<file path="src/rtl/alu_pkg.sv">
// Shared opcodes, FSM states and command payload for the ALU command sequencer.
package alu_pkg;

  localparam logic [2:0] OP_ADD  = 3'b000;
  localparam logic [2:0] OP_SUB  = 3'b001;
  localparam logic [2:0] OP_MUL  = 3'b010;
  localparam logic [2:0] OP_AND  = 3'b011;
  localparam logic [2:0] OP_OR   = 3'b100;
  localparam logic [2:0] OP_NAND = 3'b101;
  localparam logic [2:0] OP_NOR  = 3'b110;
  localparam logic [2:0] OP_XOR  = 3'b111;

  typedef enum logic [1:0] {
    IDLE = 2'd0,
    EXEC = 2'd1,
    RESP = 2'd2
  } state_e;

  typedef struct packed {
    logic [2:0] opcode;
    logic [7:0] op1;
    logic [7:0] op2;
    logic       acc_flag;
  } cmd_t;

  localparam int unsigned CMD_W = $bits(cmd_t);

  // Only add/sub refresh the ALU carry; every other opcode leaves it stale.
  function automatic logic carry_valid(input logic [2:0] opcode);
    return (opcode == OP_ADD) || (opcode == OP_SUB);
  endfunction

endpackage

</file>
<file path="src/rtl/alu_cmd_fifo.sv">
// Synchronous command FIFO with registered occupancy; head word is read combinationally.
module alu_cmd_fifo #(
  parameter int unsigned DEPTH = 4,
  parameter int unsigned WIDTH = 20
) (
  input  logic                       clk,
  input  logic                       rst_n,
  input  logic                       push_i,
  input  logic [WIDTH-1:0]           wdata_i,
  input  logic                       pop_i,
  output logic [WIDTH-1:0]           rdata_c,
  output logic [$clog2(DEPTH):0]     count_o
);

  localparam int unsigned AW = $clog2(DEPTH);
  localparam int unsigned CW = AW + 1;

  logic [WIDTH-1:0] mem_q [DEPTH];
  logic [WIDTH-1:0] mem_d [DEPTH];
  logic [AW-1:0]    wr_ptr_q, wr_ptr_d;
  logic [AW-1:0]    rd_ptr_q, rd_ptr_d;
  logic [CW-1:0]    count_q, count_d;

  // Pointers wrap naturally since DEPTH is a power of two.
  always_comb begin
    mem_d    = mem_q;
    wr_ptr_d = wr_ptr_q;
    rd_ptr_d = rd_ptr_q;
    count_d  = count_q;
    if (push_i) begin
      mem_d[wr_ptr_q] = wdata_i;
      wr_ptr_d        = wr_ptr_q + AW'(1);
    end
    if (pop_i) begin
      rd_ptr_d = rd_ptr_q + AW'(1);
    end
    case ({push_i, pop_i})
      2'b10:   count_d = count_q + CW'(1);
      2'b01:   count_d = count_q - CW'(1);
      default: count_d = count_q;
    endcase
  end

  always_ff @(posedge clk or negedge rst_n) begin
    if (!rst_n) begin
      mem_q    <= '{default: '0};
      wr_ptr_q <= '0;
      rd_ptr_q <= '0;
      count_q  <= '0;
    end else begin
      mem_q    <= mem_d;
      wr_ptr_q <= wr_ptr_d;
      rd_ptr_q <= rd_ptr_d;
      count_q  <= count_d;
    end
  end

  assign rdata_c = mem_q[rd_ptr_q];
  assign count_o = count_q;

endmodule

</file>
<file path="src/rtl/alu_seq.sv">
// ALU command sequencer: queues commands, drives the ALU one at a time, and
// holds each result in a valid/ready response register plus an accumulator.
module alu_seq
  import alu_pkg::*;
#(
  parameter int unsigned DEPTH = 4
) (
  input  logic                   clk,
  input  logic                   rst_n,
  input  logic                   cmd_valid,
  output logic                   cmd_ready,
  input  logic [2:0]             cmd_opcode,
  input  logic [7:0]             cmd_op1,
  input  logic [7:0]             cmd_op2,
  input  logic                   cmd_acc,
  output logic [2:0]             alu_opcode,
  output logic [7:0]             alu_op1,
  output logic [7:0]             alu_op2,
  input  logic [15:0]            alu_result,
  input  logic                   alu_flagc,
  input  logic                   alu_flagz,
  output logic                   rsp_valid,
  input  logic                   rsp_ready,
  output logic [15:0]            rsp_result,
  output logic                   rsp_flagc,
  output logic                   rsp_flagz,
  output logic [7:0]             acc,
  output logic [$clog2(DEPTH):0] count
);

  localparam int unsigned CW = $clog2(DEPTH) + 1;

  state_e        state_q, state_d;
  logic [2:0]    alu_opcode_q, alu_opcode_d;
  logic [7:0]    alu_op1_q, alu_op1_d;
  logic [7:0]    alu_op2_q, alu_op2_d;
  logic          rsp_valid_q, rsp_valid_d;
  logic [15:0]   rsp_result_q, rsp_result_d;
  logic          rsp_flagc_q, rsp_flagc_d;
  logic          rsp_flagz_q, rsp_flagz_d;
  logic [7:0]    acc_q, acc_d;

  cmd_t          cmd_in;
  cmd_t          head;
  logic          push;
  logic          pop;
  logic          issue;
  logic [CW-1:0] fifo_count;

  assign cmd_in    = '{opcode: cmd_opcode, op1: cmd_op1, op2: cmd_op2, acc_flag: cmd_acc};
  assign cmd_ready = (fifo_count != CW'(DEPTH));
  assign push      = cmd_valid && cmd_ready;

  alu_cmd_fifo #(
    .DEPTH (DEPTH),
    .WIDTH (CMD_W)
  ) u_fifo (
    .clk     (clk),
    .rst_n   (rst_n),
    .push_i  (push),
    .wdata_i (cmd_in),
    .pop_i   (pop),
    .rdata_c (head),
    .count_o (fifo_count)
  );

  // Next-state, issue and capture logic.
  always_comb begin
    state_d      = state_q;
    alu_opcode_d = alu_opcode_q;
    alu_op1_d    = alu_op1_q;
    alu_op2_d    = alu_op2_q;
    rsp_valid_d  = rsp_valid_q;
    rsp_result_d = rsp_result_q;
    rsp_flagc_d  = rsp_flagc_q;
    rsp_flagz_d  = rsp_flagz_q;
    acc_d        = acc_q;
    issue        = 1'b0;
    pop          = 1'b0;

    case (state_q)
      IDLE: begin
        if (fifo_count != '0) issue = 1'b1;
      end
      EXEC: begin
        rsp_result_d = alu_result;
        rsp_flagz_d  = alu_flagz;
        rsp_flagc_d  = carry_valid(alu_opcode_q) ? alu_flagc : 1'b0;
        acc_d        = alu_result[7:0];
        rsp_valid_d  = 1'b1;
        state_d      = RESP;
      end
      RESP: begin
        if (rsp_ready) begin
          rsp_valid_d = 1'b0;
          if (fifo_count != '0) issue = 1'b1;
          else                  state_d = IDLE;
        end
      end
      default: state_d = IDLE;
    endcase

    // The accumulator is already updated when a pop happens, so chaining sees the previous result.
    if (issue) begin
      pop          = 1'b1;
      alu_opcode_d = head.opcode;
      alu_op1_d    = head.acc_flag ? acc_q : head.op1;
      alu_op2_d    = head.op2;
      state_d      = EXEC;
    end
  end

  always_ff @(posedge clk or negedge rst_n) begin
    if (!rst_n) begin
      state_q      <= IDLE;
      alu_opcode_q <= '0;
      alu_op1_q    <= '0;
      alu_op2_q    <= '0;
      rsp_valid_q  <= 1'b0;
      rsp_result_q <= '0;
      rsp_flagc_q  <= 1'b0;
      rsp_flagz_q  <= 1'b0;
      acc_q        <= '0;
    end else begin
      state_q      <= state_d;
      alu_opcode_q <= alu_opcode_d;
      alu_op1_q    <= alu_op1_d;
      alu_op2_q    <= alu_op2_d;
      rsp_valid_q  <= rsp_valid_d;
      rsp_result_q <= rsp_result_d;
      rsp_flagc_q  <= rsp_flagc_d;
      rsp_flagz_q  <= rsp_flagz_d;
      acc_q        <= acc_d;
    end
  end

  assign alu_opcode = alu_opcode_q;
  assign alu_op1    = alu_op1_q;
  assign alu_op2    = alu_op2_q;
  assign rsp_valid  = rsp_valid_q;
  assign rsp_result = rsp_result_q;
  assign rsp_flagc  = rsp_flagc_q;
  assign rsp_flagz  = rsp_flagz_q;
  assign acc        = acc_q;
  assign count      = fifo_count;

endmodule

</file>
<file path="config.mk">
export PLATFORM = sky130hd
export DESIGN_NAME = alu_seq
export DESIGN_NICKNAME = d
export VERILOG_FILES = /design/src/rtl/alu_pkg.sv /design/src/rtl/alu_cmd_fifo.sv /design/src/rtl/alu_seq.sv
export SDC_FILE = /design/constraint.sdc
export NUM_CORES = 1
export LEC_CHECK = 0
export ABC_AREA = 1
export BUFFER_PORTS_ARGS = -buffer_cell sky130_fd_sc_hd__buf_2
export CELL_PAD_IN_SITES_DETAIL_PLACEMENT = 0
export CELL_PAD_IN_SITES_GLOBAL_PLACEMENT = 1
export CORE_ASPECT_RATIO = 0.5
export CORE_MARGIN = 2
export CORE_UTILIZATION = 42
export CTS_CLUSTER_DIAMETER = 50
export DETAILED_ROUTE_END_ITERATION = 12
export GPL_TIMING_DRIVEN = 0
export PLACE_DENSITY_LB_ADDON = 0.3
export REMOVE_ABC_BUFFERS = 1
export SYNTH_ARGS = -nofsm -noshare
export SYNTH_HDL_FRONTEND = slang
export SYNTH_SLANG_ARGS = --single-unit
</file>
<file path="constraint.sdc">
create_clock -name clk -period 2.4 [get_ports clk]
set_input_delay 0.12 -clock clk [delete_from_list [all_inputs] [get_ports clk]]
set_output_delay 0.12 -clock clk [all_outputs]
set_load 0.01 [all_outputs]
</file>
**After elaboration in Yosys (flattened, before gate mapping)**

Cells that the tools add are included.
Widths: inputs -> output; s select.

- Flip-flop bits (word level): 135
- Bits of input ports: 42
- Output and inout bits: 50
- Logic and storage cells: 64

- Add/subtract/negate cells: 4
- Magnitude comparators: 3
- Eq/ne operators: 10
- Muxes and demuxes: 19
- Bitwise logic cells: 2
- Reductions and logical operators: 10

Operators by type and width:

| operator | number |
|---|---|
| $bwmux 80 | 1 |
| $mux 20 | 3 |
| $bmux 20 s2 | 1 |
| $demux 20 s2 | 1 |
| $ne 3x3->1 const B | 3 |
| $mux 8 | 1 |
| $ge 3x3->1 const B | 2 |
| $mux 2 | 3 |
| $not 2->3 | 2 |
| $pmux 2 s3 | 1 |
| $pmux 3 s2 | 1 |
| $mux 1 | 5 |
| $add 2x1->2 const B | 2 |
| $eq 2x1->1 const B | 2 |
| $eq 2x2->1 const B | 2 |
| $ne 2x2->1 const B | 2 |
| $pmux 1 s2 | 2 |
| $reduce_bool 2->1 | 2 |
| $add 3x1->3 const B | 1 |
| $eq 3x1->1 const B | 1 |
| $logic_not 3->1 | 1 |
| $lt 3x1->1 const B | 1 |
| $reduce_and 3->1 | 1 |
| $reduce_bool 3->1 | 1 |
| other kinds (5) | 6 |

**Depth between registers and ports, before layout**

Gate-level depths: netlist (run 1).

- Depth after elaboration: 7
- Mapped depth: 12
- Mapped depth without buffers: 11

**By module**

A second synthesis (run 1) with hierarchy kept.

- Cells, all modules: 684
- Area, all modules: 6059.6 um2

By module, submodules not included:

| module | times used | cells an instance | area an instance (um2) | sequential area each (um2) |
|---|---|---|---|---|
| alu_cmd_fifo | 1 | 472 | 4290.4 | 2177.1 |
| alu_seq | 1 | 212 | 1769.2 | 1001.0 |

**Worst setup path after synthesis (run 1)**

OpenSTA, ideal clock, no wires.

- Kind: register to register
- Start point: register u_fifo.count_q[0] (netlist: u_fifo.count_o[0])
- End point: register u_fifo.count_q[2] (netlist: u_fifo.count_o[2])
- Library setup time: 0.131 ns
- Arrival: 1.940 ns
- Required time: 2.269 ns
- Path slack: 0.329 ns
- Stages on the path, launching flop included: 12
- Buffers on the path: 2
- Period minus slack after synthesis: 2.071 ns
- Path through: dfrtp_1 -> inv_2 -> nand3_4 -> nand2_4 -> buf_12 -> buf_6 -> ha_1 -> inv_1 -> fa_1 -> a21oi_1 -> o21ai_0 -> xor2_1

- Elaborated cells on any way between the ends: 13
- Classes of those cells: add/sub (2); eq/ne (3); mux (5); reduce/logical (3)

RTL lines:

| item | RTL line | RTL |
|---|---|---|
| from (decl) | alu_cmd_fifo.sv:22 | `logic [CW-1:0] count_q, count_d;` |
| from (signal assigned) | alu_cmd_fifo.sv:54 | `count_q <= count_d;` |
| $ne 3x3->1 * | alu_seq.sv:51 | `assign cmd_ready = (fifo_count != CW'(DEPTH));` |
| via cmd_ready | alu_seq.sv:11 | `output logic cmd_ready,` |
| $logic_and 1x1->1 * | alu_seq.sv:52 | `assign push = cmd_valid && cmd_ready;` |
| $eq 2x1->1 / $eq 2x2->1 (equally long branches) | alu_cmd_fifo.sv:37 | `case ({push_i, pop_i})` |
| $pmux 3 s2 / $reduce_bool 2->1 (equally long branches) | n/a |  |

The timed path passes the listed nets; every way through them passes the cells marked *.
A chain may end at the register's enable or synchronous reset.

**Worst setup path in the final report (run 1)**

- Start point: register u_fifo.count_q[0] (netlist: u_fifo.count_o[0])
- End point: register u_fifo.count_q[2] (netlist: u_fifo.count_o[2])

- Word-level cells in the longest chain between the ends: 7
- Elaborated cells on any way between the ends: 13
- Classes of those cells: add/sub (2); eq/ne (3); mux (5); reduce/logical (3)

RTL lines:

| item | RTL line | RTL |
|---|---|---|
| $reduce_bool 3->1 | alu_seq.sv:83, alu_seq.sv:96 |  |
| $mux 1 | alu_seq.sv:83, alu_seq.sv:96 |  |
| $mux 1 | alu_seq.sv:94 | `if (rsp_ready) begin` |
| $pmux 1 s2 | alu_seq.sv:81 | `case (state_q)` |
| $mux 1 | alu_seq.sv:104 | `if (issue) begin` |
| $eq 2x1->1 / $eq 2x2->1 (equally long branches) | alu_cmd_fifo.sv:37 |  |
| $pmux 3 s2 / $reduce_bool 2->1 (equally long branches) | n/a |  |

Parallel ways exist; a longest one is shown, timed or not.

==> flow_summary.ini, run 1 <==
[timing]
final_period_minus_worst_setup_slack_ns = 2.16
setup_violations = 0
hold_ws_ns = 0.0117
max_freq_mhz = 463
hold_viol_final = 0
slew_violations = 0
tns_ns = 0
skew_ns = 0.0111
tightestPinTransition_ns = 1.13
slew_headroom_pct = 24.6
finalCritPeriodShare_pct = 90.0
rsz0062_at_grt = no

[final_layout]
fin_nets = 868
drive_above_1_share_pct = 17.2
antenna_cells = 0
layout_commonest_cell = nand2_1
area_growth_pct = 25.0
layout_common_cells = nand2_1 (297), dfrtp_1 (125), buf_2 (90), o21ai_1 (58)

[global_route]
grt_usage_pct = 20.6
grt_overflow_total = 0
antenna_found_initial = 0
grt_pass1_wl_mm = 23.7
grt_max_degree = 89
grt_pass1_vias = 4534

[pwr]
combinationalPowerShare_pct = 40.2
swShare_pct = 40.6
power.density_mw_per_mm2 = 1480
ir_drop_mv = 0.649
power_frac_seq_pct = 35.0
p_int_uw = 6550
finalPower_uw = 11000
p_switching_uw = 4470
p_clk_share_pct = 24.8
p_leak_uw = 0.00381

[synthesis]
synth_xor_area_share_pct = 0.441
syn_inst = 714
synth_mux_area_share_pct = 0
synth_compound_area_share_pct = 11.4
synth_fa_ha_area_share_pct = 1.39
synth-simple-area-share_pct = 24.3
syn-cell-area_sq_mm = 0.00596
synth_top_family_by_area = simple AND/OR/NAND/NOR gates
synth_warnings = 0
seq_area_frac_synth_pct = 53.3
synth_area_per_cell_sq_um = 8.34
synth-seq-cells = 127
ys_types = 25

[clocking]
clock_sinks = 127
cts.reportedPaths.clkPinSlew_ns = 0.06
clk_latency_ns = 0.41
cts_root_buf = clkbuf_16
cts_tree = done
htreeDepth = 4
clockBufferDepth = 2
numCtsBuffers = 17

[detailed_routing]
vias = 5001
drt-vias-per-instance = 4.89
drt_first_pass_iters = 4
dr_wl_met3_um = 904
routed-wl-met2_mm = 6.71
drc = 0
ant_nets = 0
postRouteWirelength_mm = 15.5
drt-initial-drc-count = 405
drt-wirelength-per-cell_um = 15.2
top_layer = met4
wl_met1_mm = 7.81

[setup_path]
cp-end-kind = flop
crit_arrival_ns = 2.45
crit_path_start_kind = flop
criticalPathCategory = flop to flop
path_max_fanout = 33
cp.required_ns = 2.69

[floorplan]
boundaryPins = 92
row_count = 30
coreArea_sq_mm = 0.0137
die_x_um = 172
die_height_um = 88.2
die_area_sq_mm = 0.0152
start_util_pct = 43.5

[place]
portBuffers = 91
gp_congestion = 0.721
hpwl_mm = 8.58

[flow_run]
drv_cap = 0

[outcome]
outcome = complete, no violations

[min_path]
hold_path.class = primary input to flop
[critical path, cell delays in order (launching register included)]
cell and delay, ns:
dfrtp_1 0.41, inv_2 0.12, nand3_4 0.16, nand2_8 0.31, ha_1 0.21, inv_1 0.07, fa_1 0.37, a21oi_1 0.14
o21ai_0 0.10, xor2_1 0.15
[cells in the mapped netlist, drive strengths merged]
cell type  instances  area (sq um)
ha                 5          62.6
o211ai            13          97.6
xor2               2          17.5
o21ai            104           521
nor2              11          81.3
inv               50           188
nand3             38           220
clkbuf             5          18.8
a21oi             12          60.1
buf               44           338
dfrtp            127          3180
fa                 1          20.0
nand2            301          1150
xnor2              1          8.76
[kinds of logic after synthesis]
family                   after synthesis
adder cells (fa/ha/maj)                6
AO/OA/AOI/OAI                        129
flip-flops                           127
AND/OR/NAND/NOR                      350
XOR/XNOR                               3
buffers and inverters                 99
[worst paths after layout]
kind	endpoint	cells past startpoint	slack, ns	start
max	u_fifo.count_o[2]$_DFFE_PN0P_	9	0.24	u_fifo.count_o[0]$_DFFE_PN0P_
min	rsp_valid$_DFFE_PN0P_	4	0.01	rsp_ready
max reg2reg	u_fifo.count_o[2]$_DFFE_PN0P_	9	0.24	u_fifo.count_o[0]$_DFFE_PN0P_
min reg2reg	rsp_flagz$_DFFE_PN0P_	2	0.47	rsp_flagz$_DFFE_PN0P_
max in group asynchronous	u_fifo.rd_ptr_q[0]$_DFFE_PN0P_	3	1.41	rst_n
min in group asynchronous	u_fifo.mem_q[48]$_DFFE_PN0P_	2	0.19	rst_n
[metrics by stage]
step / utilization (%) / setup slack [ns] / instance area (sq um) / std cells
after floorplan: - / 0.0709 / 5600 / 665
after detailed placement: 46.4 / -0.717 / 6360 / 950
after CTS: 54.1 / 0.0164 / 7410 / 1019
after global placement: 46.0 / -0.920 / 6300 / 948
after global routing: 54.4 / 0.0510 / 7450 / 1023
final: 54.4 / 0.239 / 7450 / 1023
[power by group through the flow]
stage	combinational (uW)	clock [uW]	sequential (uW)
2_1_floorplan	2560	0	3960
3_3_place_gp	4020	0	3910
3_5_place_dp	4230	0	3890
4_1_cts	4340	2770	3850
5_1_grt	5070	2880	4000
6_report	4430	2740	3860
[layout make-up]
cell class	count	area, sq um
Clock buffer	24	492
Inverter	50	195
Sequential cell	127	3180
Fill cell	1286	6250
Timing Repair Buffer	134	922
Multi-Input combinational cell	490	2290
Clock inverter	6	130
Tap cell	192	240
[flip-flops by register name (all words and copies together) (netlist names), 2 cells and up]
name and flops:
alu_op1 8, u_fifo.rd_ptr_q 2, u_fifo.count_o 3, rsp_result 16, u_fifo.mem_q 80, alu_op2 8
alu_opcode 3, u_fifo.wr_ptr_q 2, state_q 2
[timing repair]
item / CTS / global route
setup endpoints to repair: 53 / 1
pin swaps: 0 / 2
hold endpoints to repair: 135 / 0
gates cloned: 0 / 2
hold buffers: 39 / 0
buffers inserted: 0 / 2
resized for setup: 9 / 2
[layer usage]
layer | track usage [%] | up-vias
met3 | 5.01 | 9
met1 | 29.5 | 2372
met4 | 5.42 | 0
met5 | 0 | -
li1 | - | 2477
met2 | 31.6 | 143
No activity file was read; power rests on OpenSTA's default activity.
==> run 2: changes to the inputs <==
Settings changed: SLEW_MARGIN set to 20.
Clock period 2.4 ns to 2.07 ns, I/O delays scaled along.
==> run 2 against run 1 <==
Total power up 18%. Register-to-register slack worse by 0.14 ns. Clock power up 7%. Count of clock-buffer cells in the layout down 3. Cell count up 1.8%. Combinational power up 26%. Sequential power up 16%. Critical endpoint is now alu_op1[2]$_DFFE_PN0P_. First-iteration DRC count down 1.2%. Critical path type unchanged.
==> flow_summary.ini, run 2 (synthesis gave the netlist of run 1 again) <==
[place]
hpwl_mm = 8.50
portBuffers = 91
gp_congestion = 0.721

[final_layout]
registers.top_by_ff_count = u_fifo.mem_q
final_core_util_pct = 55.3
largest_reg_flops = 80
area_growth_pct = 27.1
layout_common_cells = nand2_1 (297), dfrtp_1 (125), buf_2 (90), o21ai_1 (58), o21ai_0 (46)
drive_above_1_share_pct = 19.7
antenna_cells = 0
fin_nets = 884
layout_commonest_cell = nand2_1

[floorplan]
coreArea_sq_mm = 0.0137
boundaryPins = 92
die_height_um = 88.2
start_util_pct = 43.5
die_x_um = 172
die_area_sq_mm = 0.0152
row_count = 30

[timing]
tightestPinTransition_ns = 0.830
finalCritPeriodShare_pct = 95.0
tns_ns = 0
rsz0062_at_grt = yes
max_freq_mhz = 509
setup_violations = 0
hold_ws_ns = 0.176
slew_violations = 0
skew_ns = 0.00693
hold_viol_final = 0
final_period_minus_worst_setup_slack_ns = 1.97
slew_headroom_pct = 44.5

[setup_path]
cp-end-kind = flop
path_max_fanout = 31
crit_arrival_ns = 2.26
path_delay_family = simple AND/OR/NAND/NOR gates
critPathMostFrequentCell = nand2_1
critPathMaxStageDelay_ns = 0.65
crit_slowest_cell = dfrtp_4
reg2reg_slack_ns = 0.10
cp_cell_sequence = inv_1, nand3_2, nand2_4, nand2_1, nand3_1, nand2_1
criticalPathCategory = flop to flop
cp.required_ns = 2.37
crit_buf_inv = 1
crit_path_start_kind = flop

[detailed_routing]
drt-vias-per-instance = 4.98
drt-wirelength-per-cell_um = 16.2
ant_nets = 0
drt_first_pass_iters = 5
drc = 0
postRouteWirelength_mm = 16.9
drt-initial-drc-count = 400
vias = 5182

[clocking]
clk_latency_ns = 0.41
htreeDepth = 4
cts.reportedPaths.clkPinSlew_ns = 0.06
clockBufferDepth = 2
cts_root_buf = clkbuf_16
numCtsBuffers = 17
cts_tree = done
clock_sinks = 127

[pwr]
ir_drop_mv = 0.785
power.density_mw_per_mm2 = 1720
finalPower_uw = 13000
p_leak_uw = 0.00385

[global_route]
grt_pass1_vias = 4725
grt_use_met3_pct = 5.32
grt_util_met2_pct = 34.5
antenna_found_initial = 0
grt_overflow_total = 0
grt.busiest_layer = met2
grt_pass1_wl_mm = 25.1
grt_usage_pct = 22.1
grt_max_degree = 82
met1_usage_pct = 30.8

[outcome]
outcome = complete, no violations

[flow_run]
drv_cap = 0

[min_path]
hold_path.class = primary input to async pin
## run 2: cell count changes in the layout (fill, tap and decap cells not counted), sizes merged
cell / delta
clkbuf: -3
buf: +10
inv: -2
clkinv: +4
dlygate4sd3: +1
nand2: +1
bufinv: -2
nor2: +2
clkinvlp: +7
## run 2: worst paths after layout
kind,end,from,depth (start not counted)
setup / recovery,alu_op1[2]$_DFFE_PN0P_,u_fifo.rd_ptr_q[1]$_DFFE_PN0P_,6
hold / removal,u_fifo.mem_q[8]$_DFFE_PN0P_,rst_n,2
setup reg to reg,alu_op1[2]$_DFFE_PN0P_,u_fifo.rd_ptr_q[1]$_DFFE_PN0P_,6
hold reg to reg,rsp_result[10]$_DFFE_PN0P_,rsp_result[10]$_DFFE_PN0P_,2
max in group asynchronous,u_fifo.rd_ptr_q[0]$_DFFE_PN0P_,rst_n,3
min in group clk,u_fifo.mem_q[71]$_DFFE_PN0P_,cmd_valid,5
## run 2: layout make-up
| class | count | area, sq um |
|---|---|---|
| repair inverters | 2 | 13.8 |
| clock buffers | 21 | 460 |
| flip-flops and latches | 127 | 3190 |
| repair buffers | 145 | 1010 |
| inverters | 50 | 208 |
| clock inverters | 11 | 115 |
| fillers | 1265 | 6130 |
| multi-input cells | 493 | 2330 |
| well taps | 192 | 240 |
## run 2: stage by stage
step | instance area [sq um] | instances | setup slack [ns]
final | 7570 | 1041 | 0.104
after global routing | 7570 | 1041 | -0.0351
after CTS | 7450 | 1029 | 0.0113
after detailed placement | 6370 | 950 | -1.03
after global placement | 6300 | 948 | -1.25
after floorplan | 5600 | 665 | -0.259
## run 2: timing repair
item	in CTS	in global routing
cloned	3	4
endpoints found under the hold margin	145	0
resized for setup	10	8
hold buffers	40	0
pin swaps	3	7
setup buffers	4	8
setup endpoints to repair	63	29
## run 2: report_power, final
part	switching (uW)	internal (uW)	total (uW)
logic	3650	1940	5590
registers	773	3700	4470
clock network	1090	1820	2920
## run 2: layer usage
layer | vias to the layer above | part of all wire [%]
li1 | 2519 | -
met1 | 2475 | 48
met2 | 174 | 44
met3 | 14 | 7.2
met4 | 0 | 0.94
met5 | - | 0
==> run 3: changes to the inputs <==
Settings changed: CORE_ASPECT_RATIO 0.5 to not set.
==> run 3 against run 2 <==
Non-clock buffer count decreased by 6. Sequential share of layout area increased by 0.40 points. Sequential cell count unchanged. Fmax rose by 0.12%. Clock power is essentially flat. Clock skew rose by 0.0011 ns.
==> flow_summary.ini, run 3 (synthesis gave the netlist of run 1 again) <==
[outcome]
outcome = complete, no violations

[clocking]
clk_latency_ns = 0.42
htreeDepth = 4
cts_root_buf = clkbuf_16
cts_tree = done
cts.reportedPaths.clkPinSlew_ns = 0.05
clock_sinks = 127
numCtsBuffers = 17
clockBufferDepth = 2

[pwr]
power.density_mw_per_mm2 = 1710
p_leak_uw = 0.00383
finalPower_uw = 12800
ir_drop_mv = 0.798

[setup_path]
crit_arrival_ns = 2.32
path_max_fanout = 11
critPathMaxStageDelay_ns = 0.47
cp-end-kind = flop
path_delay_family = simple AND/OR/NAND/NOR gates
criticalPathCategory = flop to flop
crit_buf_inv = 2
cp.required_ns = 2.42
crit_path_start_kind = flop
crit_slowest_cell = nor2_4
cp_cell_sequence = inv_1, ha_1, clkinvlp_4, nor2_4, nand2_1, nand2_1
critPathMostFrequentCell = nand2_1

[global_route]
grt_pass1_vias = 4934
grt_pass1_wl_mm = 25.5
grt_usage_pct = 22.6
antenna_found_initial = 0
grt_overflow_total = 0
grt_max_degree = 94

[detailed_routing]
drc = 0
drt-initial-drc-count = 298
drt_first_pass_iters = 5
drt-vias-per-instance = 5.04
drt-wirelength-per-cell_um = 16.2
ant_nets = 0
vias = 5160
postRouteWirelength_mm = 16.5

[flow_run]
drv_cap = 0

[final_layout]
final_core_util_pct = 54.0
layout_common_cells = nand2_1 (297), dfrtp_1 (124), buf_2 (90), o21ai_1 (59), o21ai_0 (45)
layout_commonest_cell = nand2_1
fillers = 1322
registers.top_by_ff_count = u_fifo.mem_q
antenna_cells = 0
fin_cells = 1023
fin_nets = 878
drive_above_1_share_pct = 19.0
area_growth_pct = 25.9
largest_reg_flops = 80

[place]
gp_congestion = 0.729
placed_cells = 938
hpwl_mm = 8.49
portBuffers = 91

[min_path]
hold_path.class = primary input to async pin

[floorplan]
coreArea_sq_mm = 0.0139
boundaryPins = 92
die_area_sq_mm = 0.0152
die_height_um = 123
row_count = 43
start_util_pct = 42.9
die_x_um = 123

[timing]
skew_ns = 0.00802
finalCritPeriodShare_pct = 94.9
final_period_minus_worst_setup_slack_ns = 1.96
rsz0062_at_grt = yes
hold_ws_ns = 0.146
slew_headroom_pct = 33.9
setup_violations = 0
hold_viol_final = 0
max_freq_mhz = 509
slew_violations = 0
tightestPinTransition_ns = 0.990
tns_ns = 0
[run 3: cell count changes in the layout (fill, tap and decap cells not counted), sizes merged]
cell	before	now
buf	105	99
clkinv	6	4
clkinvlp	7	3
bufinv	2	1
inv	48	49
clkbuf	21	27
[run 3: worst register-to-register path: cells and delay by family (launching register included)]
family                     cells  cell delay, ns
DFF                            1            0.40
and+or+nand+nor                3            0.66
buffers and inverters          2            0.54
adders and majority gates      1            0.29
[run 3: routing by layer]
metal	GRT usage, %	part of all wire (%)	up-vias
li1	-	-	2502
met1	29.2	44	2505
met2	36.8	49	125
met3	4.43	4.7	28
met4	10.6	2.7	0
met5	0	0	-
[run 3: cell type report]
type                    instances  area [sq um]  share of cell area (%)
clock buffers                  27           533                    7.10
well taps                     180           225                    3.00
repair buffers                139           958                    12.8
multi-input cells             493          2330                    31.0
inverters                      50           208                    2.77
repair inverters                2          13.8                   0.183
clock inverters                 5          50.0                   0.667
flip-flops and latches        127          3190                    42.5
[run 3: timing repair]
item                                    4_1_cts  5_1_grt
buffers inserted                              6        0
pin swaps                                     3        3
hold buffers                                 40        0
endpoints found under the setup margin       63       34
cloned                                        4        3
endpoints found under the hold margin       226        0
resized for setup                            10        8
[run 3: path summary, 6_finish.rpt]
path	startpoint	endpoint	slack [ns]	cells after the start
setup / recovery	u_fifo.wr_ptr_q[0]$_DFFE_PN0P_	u_fifo.mem_q[31]$_DFFE_PN0P_	0.11	6
hold / removal	rst_n	alu_op2[3]$_DFFE_PN0P_	0.15	2
setup reg to reg	u_fifo.wr_ptr_q[0]$_DFFE_PN0P_	u_fifo.mem_q[31]$_DFFE_PN0P_	0.11	6
hold reg to reg	rsp_flagz$_DFFE_PN0P_	rsp_flagz$_DFFE_PN0P_	0.47	2
max in group asynchronous	rst_n	u_fifo.rd_ptr_q[1]$_DFFE_PN0P_	1.18	3
min in group clk	cmd_valid	u_fifo.wr_ptr_q[1]$_DFFE_PN0P_	0.29	3
[run 3: where the power goes]
part	internal (uW)	switching [uW]
combinational	1850	3590
sequential	3710	759
clock	1870	1030
total	7420	5380
[run 3: per-stage QoR]
| stage | setup slack [ns] | area [sq um] |
|---|---|---|
| after floorplan | -0.259 | 5600 |
| after global placement | -1.23 | 6280 |
| after detailed placement | -1.01 | 6350 |
| final | 0.106 | 7500 |
| after CTS | 0.0166 | 7460 |
| after global routing | -0.0411 | 7500 |
